File: src/rtl/objects_mux_collision.sv
// Final pixel selector and per-frame collision reporter for the bitmap drawing interface.
// Picks the visible object by fixed priority and pulses player/rope-ball overlaps once per frame.
module objects_mux_collision #(
  parameter int unsigned BALL_COUNT = 4,
  parameter logic [7:0]  BG_DEFAULT = 8'h00
) (
  input  logic                    clk,
  input  logic                    resetN,
  input  logic                    startOfFrame,
  input  logic                    playerDrawingRequest,
  input  logic [7:0]              playerRGB,
  input  logic                    ropeDrawingRequest,
  input  logic [7:0]              ropeRGB,
  input  logic [BALL_COUNT-1:0]   ballDrawingRequest,
  input  logic [8*BALL_COUNT-1:0] ballRGB,
  input  logic                    bgDrawingRequest,
  input  logic [7:0]              bgRGB,
  output logic [7:0]              RGBOut,
  output logic                    playerHit,
  output logic [BALL_COUNT-1:0]   ropeHitBall,
  output logic [7:0]              hitCount
);

  localparam logic [0:0] COLLECT = 1'b0;
  localparam logic [0:0] REPORT  = 1'b1;

  logic [0:0]            r_state, w_state_next;
  logic [7:0]            r_rgb, w_rgb_next;
  logic                  r_player_flag, w_player_flag_next;
  logic [BALL_COUNT-1:0] r_rope_flag, w_rope_flag_next;
  logic                  r_player_hit, w_player_hit_next;
  logic [BALL_COUNT-1:0] r_rope_hit, w_rope_hit_next;
  logic [7:0]            r_hit_count, w_hit_count_next;
  logic                  w_p_ov;
  logic [BALL_COUNT-1:0] w_r_ov;

  assign w_p_ov = playerDrawingRequest & (|ballDrawingRequest);
  assign w_r_ov = {BALL_COUNT{ropeDrawingRequest}} & ballDrawingRequest;

  // Priority mux: later assignments override earlier ones, so player ends up on top.
  always_comb begin
    w_rgb_next = bgDrawingRequest ? bgRGB : BG_DEFAULT;
    for (int i = int'(BALL_COUNT) - 1; i >= 0; i--) begin
      if (ballDrawingRequest[i]) w_rgb_next = ballRGB[8*i +: 8];
    end
    if (ropeDrawingRequest)   w_rgb_next = ropeRGB;
    if (playerDrawingRequest) w_rgb_next = playerRGB;
  end

  // Report FSM; on a frame boundary the flags reload with this pixel's overlap so it counts for the new frame.
  always_comb begin
    w_state_next       = r_state;
    w_player_flag_next = r_player_flag | w_p_ov;
    w_rope_flag_next   = r_rope_flag | w_r_ov;
    w_player_hit_next  = r_player_hit;
    w_rope_hit_next    = r_rope_hit;
    w_hit_count_next   = r_hit_count;
    case (r_state)
      COLLECT, REPORT: begin
        if (startOfFrame) begin
          w_player_hit_next  = r_player_flag;
          w_rope_hit_next    = r_rope_flag;
          w_player_flag_next = w_p_ov;
          w_rope_flag_next   = w_r_ov;
          if (r_player_flag && (r_hit_count != 8'hFF)) w_hit_count_next = r_hit_count + 8'd1;
          w_state_next = REPORT;
        end else if (r_state == REPORT) begin
          w_player_hit_next = 1'b0;
          w_rope_hit_next   = '0;
          w_state_next      = COLLECT;
        end
      end
      default: w_state_next = COLLECT;
    endcase
  end

  always_ff @(posedge clk or negedge resetN) begin
    if (!resetN) begin
      r_state       <= COLLECT;
      r_rgb         <= 8'h00;
      r_player_flag <= 1'b0;
      r_rope_flag   <= '0;
      r_player_hit  <= 1'b0;
      r_rope_hit    <= '0;
      r_hit_count   <= 8'h00;
    end else begin
      r_state       <= w_state_next;
      r_rgb         <= w_rgb_next;
      r_player_flag <= w_player_flag_next;
      r_rope_flag   <= w_rope_flag_next;
      r_player_hit  <= w_player_hit_next;
      r_rope_hit    <= w_rope_hit_next;
      r_hit_count   <= w_hit_count_next;
    end
  end

  assign RGBOut      = r_rgb;
  assign playerHit   = r_player_hit;
  assign ropeHitBall = r_rope_hit;
  assign hitCount    = r_hit_count;

endmodule

File: config.mk
export PLATFORM = sky130hd
export DESIGN_NAME = objects_mux_collision
export DESIGN_NICKNAME = d
export VERILOG_FILES = /design/src/rtl/objects_mux_collision.sv
export SDC_FILE = /design/constraint.sdc
export NUM_CORES = 1
export LEC_CHECK = 0
export ABC_AREA = 1
export CORE_UTILIZATION = 40
export CTS_BUF_LIST = sky130_fd_sc_hd__clkbuf_2 sky130_fd_sc_hd__clkbuf_4 sky130_fd_sc_hd__clkbuf_8
export CTS_CLUSTER_DIAMETER = 120
export DETAILED_ROUTE_END_ITERATION = 8
export GPL_ROUTABILITY_DRIVEN = 0
export PLACE_DENSITY_LB_ADDON = 0.1
export SYNTH_ARGS = -nofsm -noshare
export SYNTH_HDL_FRONTEND = slang
export SYNTH_SLANG_ARGS = --single-unit
File: constraint.sdc
create_clock -name clk -period 1.3 [get_ports clk]
set_input_delay 0.26 -clock clk [delete_from_list [all_inputs] [get_ports clk]]
set_output_delay 0.26 -clock clk [all_outputs]
set_load 0.01 [all_outputs]
* After elaboration in Yosys (flattened, before gate mapping)
Index checks and enable logic that the tools add are counted.
Storage, ports and cells: bits in registers 27, input bits 66, output and inout port bits 21, logic and storage cells 31
Cells by class: $add $sub $neg 1, eq/ne operators 1, mux-type cells 14, bitwise gates (word level) 4, reduce and logical (&&, ||, !) cells 4
Operators by type and width (count):
- 8-bit 2-to-1 mux | 7
- 4-bit 2-to-1 mux | 3
- 8-bit by 1-bit adder with 8-bit output, second input constant | 1
- 8-bit inequality test, second input constant | 1
- 4-bit AND | 1
- 1-bit 2-to-1 mux | 4
- 4-bit bitwise OR | 1
- 4-bit OR reduction | 1
- 2-bit AND reduction | 1
- 2-bit nonzero test | 1
- 1-bit AND | 1
- 1-bit logical AND | 1
- 1-bit bitwise OR | 1

* Longest topological paths before layout
Gate-level depths: netlist of the first run.
depth in word-level cells 7, depth in mapped cells 8, depth with buffers taken out 8

* Worst setup path after synthesis of the first run
No wires, ideal clock.
path type flip-flop to flip-flop, start reg r_hit_count[0] (netlist: hitCount[0]), end reg r_hit_count[3] (netlist: hitCount[3]), library setup time 0.116 ns, arrival time 1.138 ns, required time 1.184 ns, setup slack 0.045 ns, stages on the path, launching flop included 9, buffers on the path 0, period minus slack after synthesis 1.255 ns, cells stage by stage dfrtp_1 ha_1 nand2_1 nor2_1 nand2_2 nand2_4 inv_4 nand2_1 nand2_1
On the way: cells in the longest elaborated chain, start to end 3, elaborated cells on any way between the ends 4, those cells by class add/sub: 1; eq/ne: 1; reduce/logical: 2
Ends and longest elaborated chain:
- start, declared | RTL line 33 | logic [7:0] r_hit_count, w_hit_count_next;
- start signal, assigned | RTL line 93 | r_hit_count <= w_hit_count_next;
- parallel branches: the longest is 3 deep, another holds 8-bit by 1-bit adder with 8-bit output
Several ways; the timed one is not identified. A chain may end at the register's enable or synchronous reset.

* Final worst setup path of the first run
start reg r_hit_count[1] (netlist: hitCount[1]), end reg r_hit_count[0] (netlist: hitCount[0])
On the way: cells in the longest elaborated chain, start to end 3
Ends and longest elaborated chain:
- 8-bit inequality test | RTL line 65 | if (r_player_flag && (r_hit_count != 8'hFF)) w_hit_count_next = r_hit_count + 8'd1;
- 1-bit logical AND | RTL line 65
- 2-bit AND reduction (no source line)
No other way between the ends.

==> metrics.txt, run 1 <==
Yosys reg bits 27; status completed; Filler Cell Count approximately 300; fin nets 420; port bufs 86; wire per inst about 12 um; Power Density about 980 nW/um^2; initial antenna violation count 0; vias in the first global route 1835; Die Area 4310 um^2; Syn Std Cell Area 1620 um^2; Worst Hold Class input port to asynchronous set/reset pin; antenna viol nets, final 0; critical path launch point type register; share of layout cells above drive strength 1 ~14%; Total Wirelength ~4800 um; Distinct cells, synth 24; Max Fclk 776 MHz; worst-margin pin slew 0.334 ns; commonest non-fill, non-tap cell in the layout nand2_1; Max Cap Viol 0; sequential-to-total area share from yosys stat approximately two fifths; Initial Util ~43%; die width about 66 um; fin util between 70% and 80%; Mapped Nets 308; clock sinks 27; DRC viols 0; TritonCTS buffer count 3; Slew Limit Fails 0; Placed Area between 2000 and 3000 um^2; number of iterations in the first detailed-routing pass 4; Synth Instances approximately 240; Syn. warnings 0; DP HPWL 3560 um; Final Cycle Share 99.1%; global-route congestion overflow total 0; largest net degree at the start of global routing 28; DRT iter0 DRCs 169; cell leakage power about 1.4 nW; Clock Skews between 0.01 and 0.015 ns; Reg clk slew, reported paths roughly 0.11 ns; Rel. slew slack between 70% and 80%; area delta synth->final 75.3%; Vias between 1500 and 2000; Die H approximately 66 um; Avg Cell Area, Syn 6.72 um^2; area of the core approximately 3800 um^2; Antenna Cells 0; peak supply drop a little under 600 uV; Setup Crit Path Kind register to register; first-pass GRT wire length around 7700 um; Rows 22; most frequent cells in the layout nand2_1, clkdlybuf4s50_1, nor2_1; Worst-Skew Late Latency approximately 0.28 ns; worst-path fanout max 5; CTS tree built; Period minus WS final around 1.3 ns; clock tree buffer depth 2; Finished Cell Area between 2000 and 3000 um^2; cts hold-fix bufs 0; num ports 87; final hold violation count 0; vias per cell approximately 4.7; clock root buffer clkbuf_8; Critical Path RT about 1.5 ns; Final setup violation count 0; Worst Path Arrival approximately 1.5 ns; H-tree level count 1; RSZ-0062 raised after global routing true; crit end category register; GRT Overall Usage 23.0%
==> cells in the mapped netlist <==
master	number	area share (%)
nor2_1	37	8.6
buf_4	1	0.46
o22ai_1	8	3.1
dfrtp_1	27	42
o21ai_0	2	0.62
inv_4	1	0.39
or2_2	1	0.39
xor2_2	1	1.0
xnor2_1	1	0.54
nor2_2	1	0.39
inv_1	20	4.6
nand2_1	95	22
ha_1	1	0.77
clkbuf_1	1	0.23
xor2_1	2	1.1
nand2_2	3	1.2
nand3_1	10	3.1
o31ai_1	1	0.46
a21oi_1	16	4.9
nor2_4	1	0.69
buf_2	6	1.9
nand4_1	2	0.77
nand2_4	1	0.69
inv_2	2	0.46
==> cell type report <==
class	count	area [um^2]	area share, %
clock buffers	3	41.3	1.45
clock inverters	1	5.00	0.176
inverters	23	95.1	3.35
multi-input cells	184	877	30.9
flip-flops and latches	27	676	23.8
well taps	48	60.1	2.11
repair buffers	114	1090	38.2
==> stage by stage <==
stage | setup slack [ns] | instances | hold slack [ns] | setup TNS [ns] | total power, mW
4_1_cts | 0.00699 | 398 | 0.339 | 0 | 2.61
3_3_place_gp | -0.190 | 386 | 0.465 | -1.93 | 2.08
2_1_floorplan | 0.0454 | 241 | -0.0356 | 0 | 1.49
5_1_grt | -0.0712 | 400 | 0.349 | -0.359 | 2.95
3_5_place_dp | -0.207 | 386 | 0.483 | -2.33 | 2.11
6_report | 0.0122 | 400 | 0.334 | 0 | 2.78
==> worst paths after layout <==
check / from / endpoint / slack [ns] / cells after the start
worst min-delay path: resetN / RGBOut[5] / 0.33 / 2
worst max-delay path: hitCount[1] / hitCount[0] / 0.01 / 7
max in group asynchronous: resetN / RGBOut[0] / 0.80 / 2
worst min register to register: r_player_flag / r_player_flag / 0.52 / 2
min in group clk: playerRGB[1] / RGBOut[1] / 0.50 / 3
worst max register to register: hitCount[1] / hitCount[0] / 0.01 / 7
==> power breakdown <==
group | internal (mW) | leakage, nW | switching [mW]
sequential | 0.960 | 0.335 | 0.0602
clock | 0.215 | 0.0255 | 0.270
combinational | 0.693 | 1.07 | 0.583
total | 1.87 | 1.43 | 0.913
==> flip-flops by register name (all words and copies together) (netlist names) <==
signal and count:
RGBOut 8, hitCount 8, r_rope_flag 4, ropeHitBall 4
playerHit 1, r_player_flag 1, r_state 1
==> repair_timing <==
item	CTS	global route
buffers inserted	7	2
setup endpoints to repair	26	10
pin swaps	2	5
cloned	1	0
resized for setup	24	13
==> worst max-delay path: stages, from the launching register on <==
cell and delay, ns:
dfrtp_1 0.42, buf_6 0.14, ha_4 0.16, nand2_4 0.08, nor2_4 0.05, nand2_4 0.09, nand2_8 0.08, xor2_2 0.16
==> cell families (layout without fill, tap and decap cells) <==
kind of cell | count (synthesis) | count (layout) | share of synthesized area (%)
AOI/OAI and AO/OA | 27 | 27 | 9.11
adders and majority gates | 1 | 1 | 0.772
and+or+nand+nor | 151 | 152 | 37.8
DFF | 27 | 27 | 41.7
xor gates and xnor gates | 4 | 4 | 2.63
buffers and inverters | 31 | 141 | 8.03
==> layer usage <==
| metal | global-route usage [%] | vias to the layer above | routed length, um |
|---|---|---|---|
| met2 | 43.0 | 61 | 2530 |
| met1 | 25.2 | 856 | 1920 |
| li1 | - | 974 | - |
| met4 | 5.71 | 0 | 31 |
| met3 | 6.08 | 4 | 307 |
| met5 | 0 | - | 0 |
Power figures use the tool's default switching activity.
==> run 2: changes to the inputs <==
Settings changed: SLEW_MARGIN set to 20.
==> results of run 2 <==
Final layout, timing and power as in run 1 (identical DEF).
